[src/rtl/bcd_feeder.sv]
// Memory-mapped binary-to-BCD converter that pushes results to a 7-segment driver.
// It converts serially with double dabble and issues single-cycle master writes.
module bcd_feeder #(
    parameter int BASE     = 'h20,
    parameter int SEG_BASE = 'h10,
    parameter int NDIGITS  = 4,
    parameter int VBITS    = 16
) (
    input  logic        clk,
    input  logic        reset_n,
    input  logic        enable,
    input  logic        rw,
    input  logic [31:0] addr,
    input  logic [31:0] data_in,
    output logic [31:0] data_out,
    output logic        m_enable,
    output logic        m_rw,
    output logic [31:0] m_addr,
    output logic [31:0] m_data
);

    localparam int          BW     = 4 * NDIGITS;
    localparam int          CW     = $clog2(VBITS + 1);
    localparam logic [63:0] MAXVAL = 64'(10 ** NDIGITS) - 64'd1;

    typedef enum logic [2:0] {IDLE, CHECK, SHIFT, WRVAL, WRDP} state_t;

    state_t               state_q;
    logic [VBITS-1:0]     value_q;
    logic [VBITS-1:0]     pend_val_q;
    logic                 pend_q;
    logic [NDIGITS-1:0]   dp_q;
    logic                 dp_pend_q;
    logic                 ovf_q;
    logic [BW-1:0]        bcd_q;
    logic [VBITS-1:0]     bin_q;
    logic [CW-1:0]        cnt_q;
    logic                 m_enable_q;
    logic                 m_rw_q;
    logic [31:0]          m_addr_q;
    logic [31:0]          m_data_q;

    logic                 sel_val_s, sel_st_s, sel_dp_s;
    logic                 val_wr_s, dp_wr_s;
    logic                 dp_pend_eff_s;
    logic [NDIGITS-1:0]   dp_mask_eff_s;
    logic                 busy_s;
    logic [BW-1:0]        bcd_adj_s;
    logic [BW-1:0]        bcd_d;
    logic [VBITS-1:0]     bin_d;

    // Double-dabble correction: every nibble of 5 or more gets 3 added before the shift.
    function automatic logic [BW-1:0] dabble_adjust(input logic [BW-1:0] bcd);
        logic [BW-1:0] res;
        res = bcd;
        for (int i = 0; i < NDIGITS; i++) begin
            if (bcd[4*i +: 4] >= 4'd5) begin
                res[4*i +: 4] = bcd[4*i +: 4] + 4'd3;
            end else begin
                res[4*i +: 4] = bcd[4*i +: 4];
            end
        end
        return res;
    endfunction

    // Slave address decode; a DP write in the current cycle counts as pending immediately.
    always_comb begin
        sel_val_s     = (addr == 32'(BASE));
        sel_st_s      = (addr == 32'(BASE + 1));
        sel_dp_s      = (addr == 32'(BASE + 2));
        val_wr_s      = enable && rw && sel_val_s;
        dp_wr_s       = enable && rw && sel_dp_s;
        dp_pend_eff_s = dp_pend_q || dp_wr_s;
        dp_mask_eff_s = dp_wr_s ? data_in[NDIGITS-1:0] : dp_q;
        busy_s        = (state_q != IDLE);
    end

    // One double-dabble step on the {bcd, bin} pair.
    always_comb begin
        bcd_adj_s = dabble_adjust(bcd_q);
        bcd_d     = {bcd_adj_s[BW-2:0], bin_q[VBITS-1]};
        bin_d     = {bin_q[VBITS-2:0], 1'b0};
    end

    // Combinational slave read mux.
    always_comb begin
        data_out = 32'd0;
        if (enable && !rw) begin
            if (sel_val_s) begin
                data_out = 32'(value_q);
            end else if (sel_st_s) begin
                data_out = {29'd0, pend_q, ovf_q, busy_s};
            end else if (sel_dp_s) begin
                data_out = 32'(dp_q);
            end else begin
                data_out = 32'd0;
            end
        end else begin
            data_out = 32'd0;
        end
    end

    // Conversion FSM; master outputs are loaded on entry to WRVAL/WRDP so they are registered.
    always_ff @(posedge clk) begin
        if (!reset_n) begin
            state_q    <= IDLE;
            value_q    <= '0;
            pend_val_q <= '0;
            pend_q     <= 1'b0;
            dp_q       <= '0;
            dp_pend_q  <= 1'b0;
            ovf_q      <= 1'b0;
            bcd_q      <= '0;
            bin_q      <= '0;
            cnt_q      <= '0;
            m_enable_q <= 1'b0;
            m_rw_q     <= 1'b0;
            m_addr_q   <= 32'd0;
            m_data_q   <= 32'd0;
        end else begin
            m_enable_q <= 1'b0;
            m_rw_q     <= 1'b0;
            m_addr_q   <= 32'd0;
            m_data_q   <= 32'd0;
            if (val_wr_s) begin
                value_q <= data_in[VBITS-1:0];
            end
            if (dp_wr_s) begin
                dp_q      <= data_in[NDIGITS-1:0];
                dp_pend_q <= 1'b1;
            end
            if (val_wr_s && busy_s) begin
                pend_val_q <= data_in[VBITS-1:0];
                pend_q     <= 1'b1;
            end
            case (state_q)
                IDLE: begin
                    if (pend_q || val_wr_s) begin
                        bin_q   <= val_wr_s ? data_in[VBITS-1:0] : pend_val_q;
                        bcd_q   <= '0;
                        pend_q  <= 1'b0;
                        state_q <= CHECK;
                    end else if (dp_pend_eff_s) begin
                        m_enable_q <= 1'b1;
                        m_rw_q     <= 1'b1;
                        m_addr_q   <= 32'(SEG_BASE + 1);
                        m_data_q   <= 32'(dp_mask_eff_s);
                        state_q    <= WRDP;
                    end else begin
                        state_q <= IDLE;
                    end
                end
                CHECK: begin
                    if (64'(bin_q) > MAXVAL) begin
                        ovf_q      <= 1'b1;
                        bcd_q      <= {NDIGITS{4'hE}};
                        m_enable_q <= 1'b1;
                        m_rw_q     <= 1'b1;
                        m_addr_q   <= 32'(SEG_BASE);
                        m_data_q   <= 32'({NDIGITS{4'hE}});
                        state_q    <= WRVAL;
                    end else begin
                        ovf_q   <= 1'b0;
                        cnt_q   <= CW'(VBITS);
                        state_q <= SHIFT;
                    end
                end
                SHIFT: begin
                    bcd_q <= bcd_d;
                    bin_q <= bin_d;
                    cnt_q <= cnt_q - CW'(1);
                    if (cnt_q == CW'(1)) begin
                        m_enable_q <= 1'b1;
                        m_rw_q     <= 1'b1;
                        m_addr_q   <= 32'(SEG_BASE);
                        m_data_q   <= 32'(bcd_d);
                        state_q    <= WRVAL;
                    end else begin
                        state_q <= SHIFT;
                    end
                end
                WRVAL: begin
                    if (dp_pend_eff_s) begin
                        m_enable_q <= 1'b1;
                        m_rw_q     <= 1'b1;
                        m_addr_q   <= 32'(SEG_BASE + 1);
                        m_data_q   <= 32'(dp_mask_eff_s);
                        state_q    <= WRDP;
                    end else begin
                        state_q <= IDLE;
                    end
                end
                WRDP: begin
                    // A DP write landing in this cycle keeps pending so the new mask goes out later.
                    if (!dp_wr_s) begin
                        dp_pend_q <= 1'b0;
                    end
                    state_q <= IDLE;
                end
                default: begin
                    state_q <= IDLE;
                end
            endcase
        end
    end

    assign m_enable = m_enable_q;
    assign m_rw     = m_rw_q;
    assign m_addr   = m_addr_q;
    assign m_data   = m_data_q;

endmodule

[config.mk]
export PLATFORM = sky130hd
export DESIGN_NAME = bcd_feeder
export DESIGN_NICKNAME = d
export VERILOG_FILES = /design/src/rtl/bcd_feeder.sv
export SDC_FILE = /design/constraint.sdc
export NUM_CORES = 1
export LEC_CHECK = 0
export ABC_AREA = 1
export CORE_ASPECT_RATIO = 2
export CORE_MARGIN = 2
export CORE_UTILIZATION = 47
export CTS_CLUSTER_SIZE = 24
export DETAILED_ROUTE_END_ITERATION = 7
export PLACE_DENSITY = 0.81
export RECOVER_POWER = 50
export SETUP_SLACK_MARGIN = 0.15
export SLEW_MARGIN = 5
export SYNTH_ARGS = -nofsm -noshare
export SYNTH_HDL_FRONTEND = slang
export SYNTH_SLANG_ARGS = --single-unit
export TNS_END_PERCENT = 1
[constraint.sdc]
create_clock -name clk -period 1.9 [get_ports clk]
set_input_delay 0.19 -clock clk [delete_from_list [all_inputs] [get_ports clk]]
set_output_delay 0.19 -clock clk [all_outputs]
set_load 0.05 [all_outputs]
==> impl_metrics.toml, run 1 <==
[run_status]
outcome = "complete, no violations"

[drt]
firstDrtPassIters = 6
routed_wirelength_um = 13290
vias = 5069
postRouteAntennaNets = 0
viasPerCell = 4.941
wl_per_cell_um = 12.96
drt_iter0_drc = 307
drc = 0

[clock_network]
cts_max_path_buffers = 2
clock-sinks = 96
clkTransAtPathRegs_ps = 60
cts_buffers = 9
cts_tree = "yes"
clock_latency_ps = 350
htree_levels = 3
root_buffer = "clkbuf_16"

[grt]
grt_pass1_vias = 4846
grt_start_max_net_pins = 31
grt_pass1_wl_um = 22030
antenna_found_initial = 0
grt_use_total = 0.2274
grt-ovfl-total = 0

[setup_path]
rr_worst_depth = 8
cpLargestDelayFamily = "simple AND/OR/NAND/NOR gates"
r2r_setup_slack_ps = 200
critical_path_required_ps = 1710
startpoint_type = "input port"
critPathKind = "in2out"
r2r-end = "bcd_q[5]$_SDFFE_PN0P_"
crit_chain = "buf_2, nor2_2, inv_1, nor2_4, nand2_4, buf_6, nor4_4, buf_4, nand2_2, nand3_2, nand2_1, inv_2, buf_12"
arrival_ps = 1590
path_max_fanout = 4
crit_buf_inv = 6
max_stage_delay_ps = 190
end_kind = "primary output"
r2r-start = "bcd_q[4]$_SDFFE_PN0P_"
slowest_stage = "nor4_4"

[place]
io_buffers = 87
place_congestion = 0.8347
dp_hpwl_um = 9845

[floorplanning]
die-height_um = 152.7
die_area_um2 = 11970
die_w_um = 78.37
io_pins = 166
core.rowCount = 54
core_um2 = 10880
start_util = 0.4779

[power]
power_mw = 4.251
ir_drop_v = 0.0005347
powerDensity_nw_per_um2 = 600.9
leakage_nw = 3.232

[logic_synthesis]
synth_compound_area_frac = 0.1369
ys_seq_elements = 96
syn_area_um2 = 5199
synth-edff-count = 0
syn_avg_cell_area_um2 = 6.858
synth_cell_types = 36
synthSimpleGateAreaFrac = 0.2881
ys_seq_area_frac = 0.3697
synth_mux_area_frac = 0
synth_xor_area_frac = 0.008424
synth_fa_ha_area_frac = 0.02407
synth_top_family_by_area = "simple AND/OR/NAND/NOR gates"
yosys_warnings = 0
synthCells = 758
ys_async_sr_fraction = 0
ys.flop_type = "dfxtp_1"

[timing]
holdWs_ps = 451.0
hold_viol_final = 0
min_period_over_period = 0.9358
tightest_slew_ps = 517.6
clock.fmax_mhz = 562.4
setup_viol = 0
slew_headroom = 0.6538
rsz0062_at_grt = "true"
setup_tns_ps = 0
period_needed_ps = 1778
skew_ps = 5.700
final_max_slew_viol_count = 0

[layout]
fin_nets = 959
drive_gt1_frac = 0.1862
syn2layout_area_growth_pct = 36.08
num-fill-cells = 902
mostFrequentLayoutCell = "nand2_1"
final_cell_mix = "152 x nand2_1, 93 x dfxtp_1, 85 x nor2_1"
n_antenna_cell = 0

[min_path]
hold_end = "pend_val_q[15]$_SDFFE_PN0P_"
hp-start = "data_in[15]"
worstHoldPathType = "in2reg"
min_path_cells = 3

[job]
drv_cap = 0
-- cells by family after synthesis --
logic type               Yosys count
AND/OR/NAND/NOR                  348
buffers and inverters            165
AO/OA/AOI/OAI                    133
flip-flops                        96
adder cells (fa/ha/maj)           10
XOR/XNOR                           5
other                              1
-- cells in the mapped netlist, types with 5 or more instances --
library cell  number  area [µm²]
nand2_1          165       619.3
nor2_1            99       371.6
dfxtp_1           96        1922
inv_1             69       259.0
buf_4             68       510.5
a21oi_1           56       280.3
o21ai_0           56       280.3
nand3_1           46       230.2
clkbuf_1          19       71.32
o21bai_1          13       97.59
ha_1              10       125.1
nor3b_1           10       75.07
and2_1             5       31.28
xor2_1             5       43.79
-- per-layer routing --
metal	global-route usage	up-vias	wire, µm
li1	-	2540	-
met2	0.4454	169	7542
met3	0.03199	30	617
met1	0.2250	2330	4709
met5	0	-	0
met4	0.1086	0	423
-- final cells by class --
type / count / area (µm²) / share of cell area
clock inverter: 2 / 12.51 / 0.001769
multi-input combinational: 558 / 2878 / 0.4068
clock buffer: 14 / 274.0 / 0.03873
timing repair buffer: 144 / 1539 / 0.2175
sequential: 96 / 1926 / 0.2722
tap: 140 / 175.2 / 0.02476
inverter: 72 / 270.3 / 0.03820
-- flip-flops by register name, summed over array words and instances (netlist names) --
register / count
bcd_q: 16
bin_q: 16
m_data: 16
pend_val_q: 16
value_q: 16
cnt_q: 5
dp_q: 4
m_addr: 2
state_q: 2
dp_pend_q: 1
ovf_q: 1
pend_q: 1
-- worst min-delay path: stages --
cell and delay [ps]:
clkdlybuf4s50_1 420, nand3_1 90, a21oi_1 60
-- where the power goes --
group | internal (mW) | switching (mW) | leakage [nW]
sequential | 2.01 | 0.000000000284 | 0.774
combinational | 0.128 | 0.386 | 2.32
clock | 0.993 | 0.731 | 0.139
total | 3.13 | 1.12 | 3.23
-- per-stage QoR --
stage          cells  area (µm²)    util  worst slack [ps]
2_1_floorplan    819        5554       -             102.1
3_5_place_dp     996        6536  0.6009            -192.0
5_1_grt         1026        7074  0.6503             8.061
6_report        1026        7074  0.6503             122.0
3_3_place_gp     996        6536  0.6009            -162.5
4_1_cts         1024        6993  0.6429             126.6
-- worst max-delay path by stage --
| stage | from | slack (ps) | end | depth (start not counted) |
|---|---|---|---|---|
| finish | addr[14] | 120 | data_out[0] | 13 |
| global route | addr[2] | 8 | data_out[14] | 10 |
| CTS | addr[17] | 130 | data_out[3] | 10 |
| detailed placement | addr[15] | -190 | data_out[8] | 10 |
| global placement | addr[15] | -160 | data_out[3] | 10 |
| floorplan | rw | 100 | data_out[4] | 4 |
-- repair_timing --
| action | 4_1_cts | 5_1_grt |
|---|---|---|
| hold buffers | 0 | 0 |
| setup endpoints to repair | 19 | 46 |
| setup buffers | 11 | 2 |
| pin swaps | 46 | 23 |
| resized for setup | 80 | 40 |
| cloned | 1 | 0 |
Power figures use the tool's default switching activity.
==> run 2, diff against run 1 <==
--- a/config.mk
+++ b/config.mk
@@ -7,14 +7,13 @@
 export LEC_CHECK = 0
 export ABC_AREA = 1
 export CORE_ASPECT_RATIO = 2
-export CORE_MARGIN = 2
+export CORE_MARGIN = 1
 export CORE_UTILIZATION = 47
 export CTS_CLUSTER_SIZE = 24
 export DETAILED_ROUTE_END_ITERATION = 7
-export PLACE_DENSITY = 0.81
+export PLACE_DENSITY = 0.86
 export RECOVER_POWER = 50
 export SETUP_SLACK_MARGIN = 0.15
-export SLEW_MARGIN = 5
 export SYNTH_ARGS = -nofsm -noshare
 export SYNTH_HDL_FRONTEND = slang
 export SYNTH_SLANG_ARGS = --single-unit
==> run 2 against run 1 <==
Sequential power hardly changed. Die area down 3.8%. Final cell count shrank 0.49%. Combinational power down 1%. Sequential share of layout area grew 0.12 points. Critical endpoint is now pend_val_q[13]$_SDFFE_PN0P_. Highest routed layer unchanged. Largest power group unchanged. Via count grew 1.2%. Flip-flop and latch count did not move.
==> impl_metrics.toml, run 2 (same netlist as run 1, synthesis figures left out) <==
[floorplanning]
start_util = 0.4809
core_um2 = 10810
io_pins = 166
core.rowCount = 54
die_area_um2 = 11510
die_w_um = 76.37
die-height_um = 150.7

[power]
internal_power_mw = 3.287
leakage_nw = 3.231
power.switching_mw = 1.158
ir_drop_v = 0.0005714
powerDensity_nw_per_um2 = 631.2
clkPwrFrac = 0.433
p_comb_frac = 0.115
seqPwrFrac = 0.452
switching_share = 0.2605

[layout]
num-fill-cells = 883
syn2layout_area_growth_pct = 35.48
fin_nets = 954
drive_gt1_frac = 0.1930
mostFrequentLayoutCell = "nand2_1"
final_cell_mix = "153 x nand2_1, 93 x dfxtp_1, 81 x nor2_1"
n_antenna_cell = 0
final_cell_area_um2 = 7043

[setup_path]
critPathKind = "in2reg"
crit_chain = "dlygate4sd3_1, buf_12, clkinv_1, clkbuf_2, a21oi_1"
end_kind = "flip-flop"
startpoint = "reset_n"
max_stage_delay_ps = 770
cpLargestDelayFamily = "buffers and inverters"
arrival_ps = 2030
startpoint_type = "input port"
path_max_fanout = 35
r2r-start = "bcd_q[4]$_SDFFE_PN0P_"
critical_path_required_ps = 2160
crit_buf_inv = 4
slowest_stage = "dlygate4sd3_1"

[place]
place_congestion = 0.8937
dp_hpwl_um = 9773
io_buffers = 87
place_area_um2 = 6496

[drt]
postRouteAntennaNets = 0
routed_wirelength_um = 13520
drc = 0
drt_iter0_drc = 344
wl_per_cell_um = 13.24
firstDrtPassIters = 7
vias = 5132
viasPerCell = 5.026

[timing]
clock.fmax_mhz = 564.6
final_max_slew_viol_count = 0
hold_viol_final = 0
min_period_over_period = 0.9323
setup_viol = 0
skew_ps = 10.34
setup_tns_ps = 0
tightest_slew_ps = 760.4
rsz0062_at_grt = "true"
slew_headroom = 0.4931
period_needed_ps = 1771

[clock_network]
htree_levels = 3
clkTransAtPathRegs_ps = 70
cts_buffers = 9
clock_latency_ps = 350
root_buffer = "clkbuf_16"
clock-sinks = 96
cts_tree = "yes"
cts_max_path_buffers = 2

[grt]
grt-ovfl-total = 0
grt_use_total = 0.2345
grt_pass1_vias = 4696
grt_pass1_wl_um = 21250
antenna_found_initial = 0
grt_start_max_net_pins = 36

[min_path]
hp-start = "data_in[8]"
worstHoldPathType = "in2reg"

[job]
drv_cap = 0

[run_status]
outcome = "complete, no violations"
[run 2: path summary, 6_finish.rpt]
check	depth (start not counted)	to	slack, ps
hold / removal	3	value_q[8]$_SDFFE_PN0P_	460
hold reg to reg	2	cnt_q[3]$_SDFFE_PN0P_	460
setup / recovery	5	pend_val_q[13]$_SDFFE_PN0P_	130
setup reg to reg	9	bcd_q[6]$_SDFFE_PN0P_	220
[run 2: layout make-up]
| cell class | count | area [µm²] | share of cell area |
|---|---|---|---|
| inverters | 72 | 272.8 | 0.03873 |
| clock buffers | 9 | 225.2 | 0.03198 |
| flip-flops and latches | 96 | 1926 | 0.2734 |
| clock inverters | 7 | 95.09 | 0.01350 |
| multi-input cells | 558 | 2895 | 0.4111 |
| repair buffers | 139 | 1454 | 0.2064 |
| well taps | 140 | 175.2 | 0.02487 |
[run 2: power groups by stage]
stage               clock network, mW  logic [mW]  registers, mW
floorplan                           0       0.448           2.06
global placement                    0       0.502           2.06
detailed placement                  0       0.504           2.06
CTS                              1.94       0.495           2.01
global route                     2.05       0.534           2.01
finish                           1.92       0.510           2.01
[run 2: stage by stage]
step	hold slack (ps)	utilization	instances	worst slack [ps]	power, mW
floorplan	354.2	-	819	102.1	2.505
global placement	445.4	0.6009	989	-134.4	2.559
detailed placement	452.3	0.6009	989	-184.1	2.561
CTS	451.8	0.6426	1015	119.7	4.451
global route	462.7	0.6515	1021	48.28	4.595
finish	455.4	0.6515	1021	128.7	4.445
[run 2: what timing repair did]
item | in CTS | in global routing
resized for setup | 59 | 85
pin swaps | 33 | 35
gates cloned | 1 | 0
hold buffers | 0 | 0
endpoints found under the setup margin | 20 | 47
setup buffers | 9 | 6
[run 2: worst reg2reg max path, cell delays in order, from the launching register on]
cell and delay, ps:
dfxtp_2 350, inv_1 80, ha_1 200, or2_2 330
nand2_2 130, a21oi_1 80, o21ai_0 110, nand2_1 90
o21ai_1 160, nor2_1 50
[run 2: routing by layer]
metal,wire (µm),track usage
met5,0,0
met4,570,0.1327
met3,603,0.03515
met2,7707,0.4770
met1,4641,0.2149
